File: config.mk
export PLATFORM = sky130hd
export DESIGN_NAME = fetch_unit
export DESIGN_NICKNAME = d
export VERILOG_FILES = /design/src/rtl/fetch_unit.sv
export SDC_FILE = /design/constraint.sdc
export NUM_CORES = 1
export LEC_CHECK = 0
export BUFFER_PORTS_ARGS = -buffer_cell sky130_fd_sc_hd__buf_2
export CORE_ASPECT_RATIO = 0.6
export CORE_UTILIZATION = 40
export DETAILED_ROUTE_END_ITERATION = 7
export GPL_TIMING_DRIVEN = 0
export SYNTH_ARGS = -nofsm -noshare
export SYNTH_HDL_FRONTEND = slang
export SYNTH_SLANG_ARGS = --single-unit
File: constraint.sdc
create_clock -name clk -period 2.35 [get_ports clk]
set_input_delay 0.47 -clock clk [delete_from_list [all_inputs] [get_ports clk]]
set_output_delay 0.47 -clock clk [all_outputs]
set_load 0.03 [all_outputs]
File: src/rtl/fetch_unit.sv
// Instruction-fetch front end: owns the PC, keeps one memory request in flight, and buffers
// returned words in a small FIFO for decode. Optional macro FETCH_BYPASS_EN adds a mem->decode bypass.
module fetch_unit #(
  parameter int ADDR_W   = 16,
  parameter int INSTR_W  = 16,
  parameter int DEPTH    = 4,
  parameter int RESET_PC = 0,
  parameter int PC_STEP  = 2
) (
  input  logic               clk,
  input  logic               rst_n,
  output logic               mem_req,
  output logic [ADDR_W-1:0]  mem_addr,
  input  logic               mem_ack,
  input  logic [INSTR_W-1:0] mem_rdata,
  input  logic               redirect_valid,
  input  logic [ADDR_W-1:0]  redirect_pc,
  output logic               instr_valid,
  output logic [INSTR_W-1:0] instr,
  output logic [ADDR_W-1:0]  instr_pc,
  input  logic               instr_ready,
  output logic [ADDR_W-1:0]  pc,
  output logic               hlt
);

  localparam int PTR_W = $clog2(DEPTH);
  localparam int CNT_W = PTR_W + 1;
  localparam logic [CNT_W-1:0] DEPTH_CNT = CNT_W'(DEPTH);
  localparam logic [3:0] HLT_OP = 4'hF;

  typedef enum logic [1:0] {
    IDLE,
    WAIT,
    DISCARD
  } state_t;

  state_t state, state_next;

  logic [ADDR_W-1:0]  req_addr;
  logic               stop_fetch;
  logic [INSTR_W-1:0] fifo_instr [DEPTH];
  logic [ADDR_W-1:0]  fifo_pc    [DEPTH];
  logic [PTR_W-1:0]   wr_ptr, rd_ptr;
  logic [CNT_W-1:0]   count;

  logic ack_take;
  logic bypass;
  logic push;
  logic pop_fifo;
  logic accept;
  logic fifo_nonempty;

  assign fifo_nonempty = (count != '0);
  assign ack_take      = (state == WAIT) && mem_ack && !redirect_valid;

`ifdef FETCH_BYPASS_EN
  assign bypass      = ack_take && !fifo_nonempty;
  assign instr_valid = fifo_nonempty || bypass;
  assign instr       = bypass ? mem_rdata : fifo_instr[rd_ptr];
  assign instr_pc    = bypass ? req_addr  : fifo_pc[rd_ptr];
`else
  assign bypass      = 1'b0;
  assign instr_valid = fifo_nonempty;
  assign instr       = fifo_instr[rd_ptr];
  assign instr_pc    = fifo_pc[rd_ptr];
`endif

  // A bypassed word that decode takes immediately never enters the FIFO.
  assign push     = ack_take && !(bypass && instr_ready);
  assign pop_fifo = fifo_nonempty && instr_ready;
  assign accept   = instr_valid && instr_ready;

  always_ff @(posedge clk) begin
    if (!rst_n) begin
      state <= IDLE;
    end else begin
      state <= state_next;
    end
  end

  // DISCARD is left only by an ack, even under a fresh redirect, so a stale
  // response can never be mistaken for the answer to a newer request.
  always_comb begin
    state_next = state;
    case (state)
      IDLE: begin
        if (mem_req) state_next = WAIT;
      end
      WAIT: begin
        if (redirect_valid) state_next = mem_ack ? IDLE : DISCARD;
        else if (mem_ack)   state_next = IDLE;
      end
      DISCARD: begin
        if (mem_ack) state_next = IDLE;
      end
      default: state_next = IDLE;
    endcase
  end

  always_comb begin
    mem_req  = 1'b0;
    mem_addr = pc;
    if (rst_n && (state == IDLE) && !stop_fetch && !redirect_valid && (count < DEPTH_CNT)) begin
      mem_req = 1'b1;
    end
  end

  always_ff @(posedge clk) begin
    if (!rst_n) begin
      pc         <= ADDR_W'(RESET_PC);
      req_addr   <= ADDR_W'(RESET_PC);
      stop_fetch <= 1'b0;
      hlt        <= 1'b0;
      wr_ptr     <= '0;
      rd_ptr     <= '0;
      count      <= '0;
    end else begin
      if (accept && (instr[INSTR_W-1 -: 4] == HLT_OP)) hlt <= 1'b1;
      if (redirect_valid) begin
        pc         <= redirect_pc;
        stop_fetch <= 1'b0;
        wr_ptr     <= '0;
        rd_ptr     <= '0;
        count      <= '0;
      end else begin
        if (mem_req) begin
          pc       <= pc + ADDR_W'(PC_STEP);
          req_addr <= pc;
        end
        if (ack_take && (mem_rdata[INSTR_W-1 -: 4] == HLT_OP)) stop_fetch <= 1'b1;
        if (push)     wr_ptr <= wr_ptr + 1'b1;
        if (pop_fifo) rd_ptr <= rd_ptr + 1'b1;
        case ({push, pop_fifo})
          2'b10:   count <= count + 1'b1;
          2'b01:   count <= count - 1'b1;
          default: count <= count;
        endcase
      end
    end
  end

  always_ff @(posedge clk) begin
    if (push) begin
      fifo_instr[wr_ptr] <= mem_rdata;
      fifo_pc[wr_ptr]    <= req_addr;
    end
  end

endmodule
# [After elaboration in Yosys (flattened, before gate mapping)]
# Memory sizes are Yosys's and may differ from the RTL's. A register that Yosys moved wholly into a read port is not among the register bits.
# Index checks and enable logic that the tools add are counted.
[op_classes] eq_ne=7 n_mul=0 muxes=15 n_div=0 magnitude_cmp=1 shifts=0 bitwise=2 addsub=5 n_reduce_logical=17
[ops] op="$mux W16" count=2
[ops] op="$add A16 B2 Y16 const B" count=1
[ops] op="$mux W2" count=8
[ops] op="$logic_and A1 B1 Y1" count=9
[ops] op="$eq A4 B4 Y1 const B" count=2
[ops] op="$pmux W2 S3" count=1
[ops] op="$pmux W3 S2" count=1
[ops] op="$add A2 B1 Y2 const B" count=2
[ops] op="$eq A2 B1 Y1 const B" count=2
[ops] op="$eq A2 B2 Y1 const B" count=2
[ops] op="$reduce_bool A2 Y1" count=2
[ops] op="$add A3 B1 Y3 const B" count=1
[ops] op="$lt A3 B3 Y1 const B" count=1
[ops] op="$mux W1" count=3
[ops] op="$reduce_bool A3 Y1" count=1
[ops] op="$sub A3 B1 Y3 const B" count=1
[ops] op="$logic_not A1 Y1" count=2
[ops] op="$logic_not A2 Y1" count=1
[ops] op="$ne A2 B2 Y1 const B" count=1
[ops] op="$not A1 Y1" count=2
[ops] op="$reduce_and A2 Y1" count=1
[ops] op="$reduce_or A2 Y1" count=1
[totals] mem_bits_rw=128 in_bits=37 elab_cells=57 latchBits=0 ff_bits=43 memories=2 output_inout_bits=67 mem_bits_ro=0
[mem_list] name="fifo_instr" words=4 width=16 read_ports=1 rd_ports_with_merged_regs=1 write_ports=1 line="41" rtl="logic [INSTR_W-1:0] fifo_instr [DEPTH];"
[mem_list] name="fifo_pc" words=4 width=16 read_ports=1 rd_ports_with_merged_regs=1 write_ports=1 line="42" rtl="logic [ADDR_W-1:0] fifo_pc [DEPTH];"

# [Longest topological paths before layout]
# Gate-level depths: netlist of the first run.
[depth] depth_word=8 depth_mapped=9 depth_no_buf=9

# [Worst setup path before layout of the first run]
# OpenSTA, ideal clock, no wires.
[synth_path] path_kind="in2reg" start="input port redirect_valid" end="register count[2]" setup_ns=0.071 cell_stages=9 path_slack_ns=0.135 arrival_ns=2.145 required_ns=2.279 n_path_buf=1 cell_sequence="clkbuf_1 -> nor2_1 -> inv_1 -> ha_1 -> inv_1 -> fa_1 -> xor2_1 -> or3_2 -> a21oi_1"
[synth_via] elab_chain_len=4 elab_cells_between_ends=7 cone_classes="eq/ne: 2; mux: 1; reduce/logical: 4"
[synth_lines] item="start, declared" line="16" rtl="input logic redirect_valid,"
[synth_lines] item="$logic_not A1 Y1" line="54" rtl="assign ack_take = (state == WAIT) && mem_ack && !redirect_valid;"
[synth_lines] item="$logic_and A1 B1 Y1" line="54"
[synth_lines] item="$eq A2 B1 Y1 / $eq A2 B2 Y1 (equally long branches)" line="133" rtl="case ({push, pop_fifo})"
[synth_lines] item="$pmux W3 S2 / $reduce_bool A2 Y1 (equally long branches)"
[synth_lines] item="end signal, assigned" line="134" rtl="2'b10: count <= count + 1'b1;"
[synth_lines] item="end signal, assigned" line="135" rtl="2'b01: count <= count - 1'b1;"
[synth_lines] item="end signal, assigned" line="136" rtl="default: count <= count;"
[synth_lines] item="end, declared" line="44" rtl="logic [CNT_W-1:0] count;"
# Parallel ways exist; a longest one is shown, timed or not.
# A chain may end at the register's enable or synchronous reset.

==> summary.txt, run 1 <==
Power and ir drop
  • P_leak: 3.03 nW
  • Worst VDD drop: 0.462 mV
  • Power per cell area: between 700 and 800 mW/mm^2

STA
  • Period minus WS final: 2.27 ns
  • RSZ-0062 raised after global routing: false
  • Final hold vios: 0
  • Fmax achieved: roughly 440 MHz
  • Tcrit/Tclk final: 96.6%
  • Final setup viols: 0
  • Relative slew slack: between 30% and 40%
  • Setup Skew: 0.0111 ns
  • Final hold slack: 0.259 ns
  • Final slew viol count: 0
  • Least-Margin Pin Slew: about 0.9 ns

Min path
  • Hold EP: state[1]
  • Worst hold-check path type: in -> reg
  • WHS Path Cells: 2
  • Hold wc startpoint: mem_ack

Global routing
  • Grt total ovfl: 0
  • Initial antenna violation count: 0
  • Vias in the first global route: 4117
  • Global-route wire length before repair: 22400 microns
  • Pin count of the biggest net entering global routing: 33
  • Gr usage total: 17.8%

Drt
  • DR vias: a little over 4000
  • Detailed-route wire length per cell: 18.4 microns
  • TritonRoute pass-1 iters: 4
  • Residual DRC: 0
  • Vias per cell: around 5
  • Final wirelength: ~15000 microns
  • Initial drt markers: about 330
  • Antenna-violating nets left: 0

Critical path
  • R2r endpoint: count[2]
  • Crit path max fanout: 7
  • CP cell instances: buf_12, buf_12, mux4_2, buf_6
  • Cell family with most CP delay: multiplexers
  • Critical Path RT: around 1.9 ns
  • CP dominant cell by count: buf_12
  • CP Capture Type: output port
  • R2R Setup Slk: 0.17 ns
  • Buf+Inv Stages, Crit Path: 3
  • CP arrival: approximately 1.8 ns
  • CP max stage delay: 0.55 ns
  • R2R depth: 9
  • Kind of critical path: reg -> out
  • Crit start category: flip-flop
  • FF-to-FF Start: state[1]
  • Slowest CP cell: mux4_2

Logic synthesis
  • Syn Std Cell Area: between 0.006 and 0.007 sq mm
  • Synth Instances: 430
  • Seq/Total Area, Yosys: 69.8%
  • YS warnings: 0
  • Post-synthesis cell type count: slightly below 50
  • Synthesized net count: about 470
  • Post-synth top flop: edfxtp_1
  • Most common cell in the netlist: edfxtp_1
  • Yosys top cell area share: 56.5%
  • Synth top cells by count: 128 x edfxtp_1, 47 x nand2_1, 45 x dfxtp_1
  • Synth area leader: edfxtp_1
  • EDFF count, synth: around 130
  • Flop and latch count out of synthesis: around 170
  • Ys async rst share: 0%
  • Top cells by area, synth: edfxtp_1 57%, dfxtp_1 13%, mux4_2 11%
  • Post-Syn Area per Cell: approximately 16 sq um

Place
  • Placement Cell Area: 0.00760 sq mm
  • Placer Congestion: 0.840
  • Post-DP HPWL: ~9600 microns
  • Port bufs: 103
  • Placed Cells: 761

Clocking
  • H-tree depth: 4
  • Clock transition at path regs: around 0.07 ns
  • Clk Tree Root Cell: clkbuf_16
  • CTS tree: built
  • TritonCTS buffer count: 17
  • CTS Buffer Depth: 2
  • Clock sink count: between 150 and 200
  • CTS Hold Bufs: 0
  • Worst skew pair latency: 0.42 ns

Die
  • Area of the die: approximately 0.018 sq mm
  • Site row count: 36
  • Die height: 103 microns
  • Core area: 0.0164 sq mm
  • Initial core utilization: 41.3%
  • Die X: 170 microns
  • Number of I/O pins: approximately 100

Layout
  • ANT cells: 0
  • Layout cell share with drive strength beyond 1: 37.7%
  • Final Cell Area: 0.00842 sq mm
  • Fillcell total: 1379
  • Area growth, synth to finish: 23.9%
  • Non-Filler Instances: 799
  • Nets: ~600

Job
  • Max_cap viols: 0

Outcome
  • Outcome: complete, no violations
cell usage in the layout (no fill, tap or decap), types with 5 or more instances in the layout:
cell type  count
nor2_1        14
dfxtp_1       42
inv_1         10
nand2_1       47
a31oi_1       10
nand3_1        7
buf_2         96
ha_1           6
and3_1         5
buf_6          5
mux4_2        32
clkbuf_16     19
clkbuf_1       9
a21oi_1       21
buf_4         27
edfxtp_1     128
cell families after synthesis:
| logic type | synth area share [%] |
|---|---|
| flops | 69.8 |
| simple gates | 7.93 |
| fa+ha+maj | 1.40 |
| mux | 11.1 |
| xor+xnor | 0.644 |
| buf+inv | 3.66 |
| compound gates | 5.50 |
per-stage QoR:
step | total power [mW] | TNS (ns) | util [%] | setup WS (ns)
6_report | 6.52 | 0 | 51.2 | 0.0799
5_1_grt | 6.72 | 0 | 51.2 | 0.0220
4_1_cts | 6.58 | 0 | 50.7 | 0.00303
3_5_place_dp | 3.71 | -23.25 | 46.2 | -0.431
3_3_place_gp | 3.70 | -85.09 | 46.2 | -0.646
2_1_floorplan | 3.58 | 0 | - | 0.135
cell type report:
class,count,area [sq um],share of cell area [%]
plain buffers,35,278,3.30
clock buffers,17,425,5.05
clock inverters,15,186,2.21
inverters,11,43.8,0.520
multi-input cells,209,1810,21.5
flip-flops and latches,173,4750,56.4
well taps,228,285,3.39
repair buffers,111,644,7.65
metal layers:
metal	GRT usage [%]	vias to the layer above	routed length, microns
met5	0	-	0
met4	6.58	0	154
met3	4.41	15	818
met2	27.6	136	6670
met1	24.6	2040	7060
li1	-	1907	-
flip-flops by register name, indices dropped and copies added (netlist names), 2 cells and up, named ones only:
| register | flops |
|---|---|
| count | 3 |
| fifo_instr | 64 |
| fifo_pc | 64 |
| mem_addr | 16 |
| rd_ptr | 2 |
| req_addr | 16 |
| state | 2 |
| wr_ptr | 2 |
repair_timing:
item / CTS / global route
setup buffers: 5 / 1
resized for setup: 29 / 19
cloned: 0 / 2
setup endpoints to repair: 29 / 28
pin swaps: 1 / 2
worst max-delay path by stage:
stage	start	end	slack [ns]	cells past startpoint
after floorplan	redirect_valid	count[2]	0.13	9
after global placement	redirect_valid	fifo_pc[0][10]	-0.65	4
after detailed placement	redirect_valid	count[2]	-0.43	10
after CTS	flip-flop	instr_pc[7]	0.003	5
after global routing	flip-flop	instr[0]	0.02	4
final	flip-flop	instr_pc[7]	0.08	4
power by group:
| part | leakage, nW | internal, mW | switching, mW |
|---|---|---|---|
| registers | 1.53 | 3.29 | 0.0471 |
| logic | 1.21 | 0.113 | 0.201 |
| clock network | 0.294 | 1.69 | 1.18 |
| total | 3.03 | 5.10 | 1.43 |
worst reg2reg max path, cell delays in order, from the launching register on:
cell and delay (ns):
dfxtp_2 0.38, nand3b_1 0.21, nor2_2 0.09, inv_1 0.07, ha_1 0.18, inv_1 0.07, fa_1 0.37, xor2_1 0.16
or3_2 0.41, a21oi_1 0.16
Note: power is estimated with default switching activity, not from simulation.
==> run 2, diff against run 1 <==
--- a/config.mk
+++ b/config.mk
@@ -10,6 +10,8 @@
 export CORE_UTILIZATION = 40
 export DETAILED_ROUTE_END_ITERATION = 7
 export GPL_TIMING_DRIVEN = 0
+export PLACE_DENSITY_LB_ADDON = 0.1
+export SKIP_CTS_REPAIR_TIMING = 1
 export SYNTH_ARGS = -nofsm -noshare
 export SYNTH_HDL_FRONTEND = slang
 export SYNTH_SLANG_ARGS = --single-unit
==> run 2 against run 1 <==
- critical path type unchanged
- cell count rose by 1.5%
- sequential power hardly changed
- clock power decreased by 7.7%
- setup slack got worse by 0.074 ns
- wire length increased by 2.2%
- largest cell class unchanged
- non-clock buffer count is 12 higher
- fmax fell by 3.2%
- sequential cell count is the same
- via count up 1.7%
- combinational power up 3%
==> summary.txt, run 2 (synthesis gave the netlist of run 1 again) <==
Outcome
  • Outcome: complete, no violations

Clocking
  • CTS tree: built
  • TritonCTS buffer count: 17
  • H-tree depth: 4
  • Worst skew pair latency: 0.42 ns
  • Clk Tree Root Cell: clkbuf_16
  • Clock sink count: between 150 and 200
  • Clock transition at path regs: approximately 0.07 ns
  • CTS Buffer Depth: 2

Critical path
  • R2R Setup Slk: 0.22 ns
  • Crit start category: flip-flop
  • CP dominant cell by count: buf_6
  • Kind of critical path: reg -> out
  • Critical Path RT: 1.88 ns
  • R2r endpoint: count[2]
  • Buf+Inv Stages, Crit Path: 4
  • CP cell instances: buf_6, buf_12, buf_4, mux4_2, buf_6
  • CP Capture Type: output port
  • CP arrival: ~1.9 ns
  • Cell family with most CP delay: buffers and inverters
  • Crit path max fanout: 6
  • Slowest CP cell: mux4_2
  • R2R depth: 9
  • CP max stage delay: about 0.55 ns
  • FF-to-FF Start: state[1]

Power and ir drop
  • Worst VDD drop: approximately 0.51 mV
  • Power per cell area: 731 mW/mm^2
  • P_leak: between 3 and 4 nW
  • Pwr Total: between 6 and 7 mW

Die
  • Die height: ~100 microns
  • Core area: approximately 0.016 sq mm
  • Area of the die: approximately 0.018 sq mm
  • Number of I/O pins: approximately 100
  • Die X: 170 microns
  • Initial core utilization: approximately 41%
  • Site row count: 36

STA
  • Final setup viols: 0
  • Tcrit/Tclk final: about 100%
  • Period minus WS final: ~2.3 ns
  • Final slew viol count: 0
  • Relative slew slack: between 50% and 60%
  • Final hold slack: 0.246 ns
  • RSZ-0062 raised after global routing: true
  • Setup Skew: ~0.011 ns
  • Least-Margin Pin Slew: 0.720 ns
  • Final hold vios: 0
  • Fmax achieved: approximately 430 MHz

Drt
  • Antenna-violating nets left: 0
  • DR vias: 4166
  • Final wirelength: about 15000 microns
  • Vias per cell: approximately 5.1
  • Detailed-route wire length per cell: around 19 microns
  • Residual DRC: 0
  • Initial drt markers: between 200 and 250
  • TritonRoute pass-1 iters: 5

Place
  • Port bufs: between 100 and 150
  • Post-DP HPWL: 9810 microns
  • Placed Cells: between 700 and 800
  • Placer Congestion: between 0.8 and 0.9

Layout
  • Most common cell after layout, fill and taps aside: edfxtp_1
  • Area growth, synth to finish: 27.0%
  • Nets: between 600 and 700
  • ANT cells: 0
  • Largest regs: fifo_instr (64), fifo_pc (64)
  • Non-Filler Instances: around 810
  • Final core utilization: between 50% and 60%
  • Commonest cells after routing, fill and taps aside: 128 x edfxtp_1, 83 x buf_2, 47 x nand2_1
  • Layout cell share with drive strength beyond 1: between 30% and 40%

Job
  • Max_cap viols: 0

Min path
  • Hold EP: state[1]
  • Worst hold-check path type: in -> reg
  • WHS Path Cells: 2
  • Hold wc startpoint: mem_ack

Global routing
  • Pin count of the biggest net entering global routing: 22
  • Initial antenna violation count: 0
  • Gr usage total: 17.7%
  • Vias in the first global route: between 3000 and 4000
  • Global-route wire length before repair: 22500 microns
  • Grt total ovfl: 0
## run 2: cell count changes in the layout (fill, tap and decap cells not counted), moves of 3 or more
cell / delta
buf_6: +19
bufinv_16: -3
buf_4: +3
buf_16: +3
buf_2: -13
inv_8: +3
## run 2: stage by stage
step	instance area (sq um)	TNS, ns	worst slack, ns
6_report	8640	0	0.00562
5_1_grt	8640	-0.338	-0.0558
4_1_cts	8260	-18.13	-0.859
3_5_place_dp	7710	-6.95	-0.390
3_3_place_gp	7600	-99.18	-0.751
2_1_floorplan	6800	0	0.135
## run 2: cell type report
class	instances	area, sq um
Clock inverter	14	125
Fill cell	1376	7800
Buffer	36	280
Multi-Input combinational cell	209	1810
Sequential cell	173	4750
Clock buffer	18	429
Tap cell	228	285
Timing Repair Buffer	122	913
Inverter	11	43.8
## run 2: layer usage
layer  wire, microns  track usage, %  vias up
li1                -               -     1934
met1            7350            25.5     2097
met2            6770            26.8      120
met3             740            3.80       15
met4             161            6.24        0
met5               0               0        -
## run 2: power by group
group	switching (mW)	leakage (nW)	internal, mW
Sequential	0.0472	1.53	3.29
Combinational	0.203	1.32	0.120
Clock	1.25	0.266	1.40
Total	1.50	3.12	4.81
## run 2: how the worst max path moves through the flow
stage | startpoint | end | slack, ns | depth (start not counted)
6_report | flip-flop | instr_pc[15] | 0.006 | 5
5_1_grt | flip-flop | instr_pc[7] | -0.06 | 5
4_1_cts | flip-flop | instr_pc[7] | -0.86 | 4
3_5_place_dp | flip-flop | instr_pc[7] | -0.39 | 4
3_3_place_gp | redirect_valid | fifo_pc[3][10] | -0.75 | 4
2_1_floorplan | redirect_valid | count[2] | 0.13 | 9
==> run 3, diff against run 2 <==
--- a/config.mk
+++ b/config.mk
@@ -11,6 +11,7 @@
 export DETAILED_ROUTE_END_ITERATION = 7
 export GPL_TIMING_DRIVEN = 0
 export PLACE_DENSITY_LB_ADDON = 0.1
+export RECOVER_POWER = 50
 export SKIP_CTS_REPAIR_TIMING = 1
 export SYNTH_ARGS = -nofsm -noshare
 export SYNTH_HDL_FRONTEND = slang
==> constraint.sdc (replaced) <==
create_clock -name clk -period 2.81 [get_ports clk]
set_input_delay 0.562 -clock clk [delete_from_list [all_inputs] [get_ports clk]]
set_output_delay 0.562 -clock clk [all_outputs]
set_load 0.03 [all_outputs]
==> run 3 against run 2 <==
- count of clock-buffer cells in the layout unchanged
- register-to-register slack gained 0.20 ns
- wire length is 2.5% lower
- critical path depth decreased by 1
- non-clock buffer count shrank 12
- combinational power fell by 22%
- die area unchanged
- sequential share of layout area rose by 2.5 points
- critical path type unchanged
- highest routed layer unchanged
==> summary.txt, run 3 (synthesis gave the netlist of run 1 again) <==
Outcome
  • Outcome: complete, no violations

Die
  • Number of I/O pins: roughly 100
  • Die height: 103 microns
  • Die X: roughly 170 microns
  • Initial core utilization: roughly two fifths
  • Site row count: 36
  • Core area: ~0.016 sq mm
  • Area of the die: around 0.018 sq mm

Drt
  • Antenna-violating nets left: 0
  • Detailed-route wire length per cell: about 18 microns
  • DR vias: ~4100
  • Residual DRC: 0
  • Final wirelength: around 15000 microns
  • Vias per cell: 5.15
  • TritonRoute pass-1 iters: 5
  • Initial drt markers: 261

STA
  • Period minus WS final: about 2.7 ns
  • Setup tns final: 0 ns
  • Final hold vios: 0
  • Least-Margin Pin Slew: roughly 1.1 ns
  • Final slew viol count: 0
  • RSZ-0062 raised after global routing: false
  • Setup Skew: 0.00915 ns
  • Fmax achieved: 367 MHz
  • Relative slew slack: 28.2%
  • Tcrit/Tclk final: 96.9%
  • Final setup viols: 0
  • Final hold slack: between 0.3 and 0.4 ns

Critical path
  • R2r endpoint: fifo_pc[3][5]
  • Crit start category: flip-flop
  • FF-to-FF Start: state[0]
  • Critical Path RT: roughly 2.3 ns
  • R2R depth: 4
  • CP arrival: 2.16 ns
  • CP Capture Type: output port
  • Kind of critical path: reg -> out
  • R2R Setup Slk: 0.42 ns
  • Crit path max fanout: 10

Global routing
  • Initial antenna violation count: 0
  • Gr usage total: approximately 18%
  • Vias in the first global route: between 3000 and 4000
  • Grt total ovfl: 0
  • Pin count of the biggest net entering global routing: 22
  • Global-route wire length before repair: ~23000 microns

Clocking
  • Worst skew pair latency: about 0.42 ns
  • TritonCTS buffer count: 17
  • CTS tree: built
  • Clk Tree Root Cell: clkbuf_16
  • Clock sink count: between 150 and 200
  • H-tree depth: 4
  • CTS Buffer Depth: 2
  • Clock transition at path regs: 0.07 ns

Layout
  • Largest regs: fifo_instr (64), fifo_pc (64)
  • Nets: ~600
  • Commonest cells after routing, fill and taps aside: 128 x edfxtp_1, 64 x buf_2, 56 x clkbuf_1
  • Layout cell share with drive strength beyond 1: approximately 29%
  • Area growth, synth to finish: 21.3%
  • ANT cells: 0
  • Most common cell after layout, fill and taps aside: edfxtp_1

Power and ir drop
  • Pwr Total: between 5 and 6 mW
  • P_int: roughly 4 mW
  • NetSw: 1.25 mW
  • Power per cell area: between 600 and 700 mW/mm^2
  • Register share of total power: 53.2%
  • Sw Ratio: 23.8%
  • Combinational share of power: 4.8%
  • Worst VDD drop: 0.428 mV
  • Clock share of power: a little over two fifths
  • P_leak: roughly 2.8 nW

Min path
  • Hold wc startpoint: mem_ack
  • Worst hold-check path type: in -> reg
  • Hold EP: state[1]
  • WHS Path Cells: 2

Place
  • Post-DP HPWL: a little under 10000 microns
  • Placer Congestion: a little over 0.8
  • Port bufs: approximately 100

Job
  • Max_cap viols: 0
## run 3: worst max-delay path by stage
stage | from | to | cells past startpoint
2_1_floorplan | redirect_valid | count[2] | 9
3_3_place_gp | redirect_valid | fifo_pc[3][10] | 4
3_5_place_dp | flip-flop | instr_pc[7] | 4
4_1_cts | flip-flop | instr_pc[7] | 4
5_1_grt | flip-flop | instr_pc[7] | 4
6_report | flip-flop | instr_pc[7] | 4
## run 3: per-layer routing
| layer | GRT usage (%) | up-vias | wire [microns] |
|---|---|---|---|
| li1 | - | 1918 | - |
| met1 | 25.5 | 2058 | 7210 |
| met2 | 26.8 | 130 | 6620 |
| met3 | 3.80 | 9 | 699 |
| met4 | 6.24 | 0 | 124 |
| met5 | 0 | - | 0 |
## run 3: final cells by class
cell class	count	area, sq um
Buffer	37	238
Clock buffer	18	429
Clock inverter	14	125
Fill cell	1430	8200
Inverter	11	41.3
Multi-Input combinational cell	209	1810
Sequential cell	173	4740
Tap cell	228	285
Timing Repair Buffer	109	577
## run 3: worst max-delay path: stages, from the launching register on
cell and delay (ns):
dfxtp_1 0.48, clkbuf_4 0.32, buf_2 0.32, mux4_2 0.40, buf_2 0.21
## run 3: per-stage QoR
stage / setup WS [ns] / cells / util (%) / instance area (sq um)
after floorplan: 0.503 / 430 / - / 6800
final: 0.0865 / 799 / 50.2 / 8250
after global placement: -0.383 / 761 / 46.2 / 7600
after CTS: -0.491 / 797 / 50.2 / 8260
after global routing: 0.00968 / 799 / 50.2 / 8250
after detailed placement: -0.0220 / 765 / 46.9 / 7710
## run 3: power groups by stage
stage / clock (mW) / combinational (mW) / sequential (mW)
after detailed placement: 0 / 0.258 / 2.85
after CTS: 2.26 / 0.259 / 2.79
after global routing: 2.36 / 0.272 / 2.80
after floorplan: 0 / 0.134 / 2.86
after global placement: 0 / 0.252 / 2.85
final: 2.21 / 0.251 / 2.79
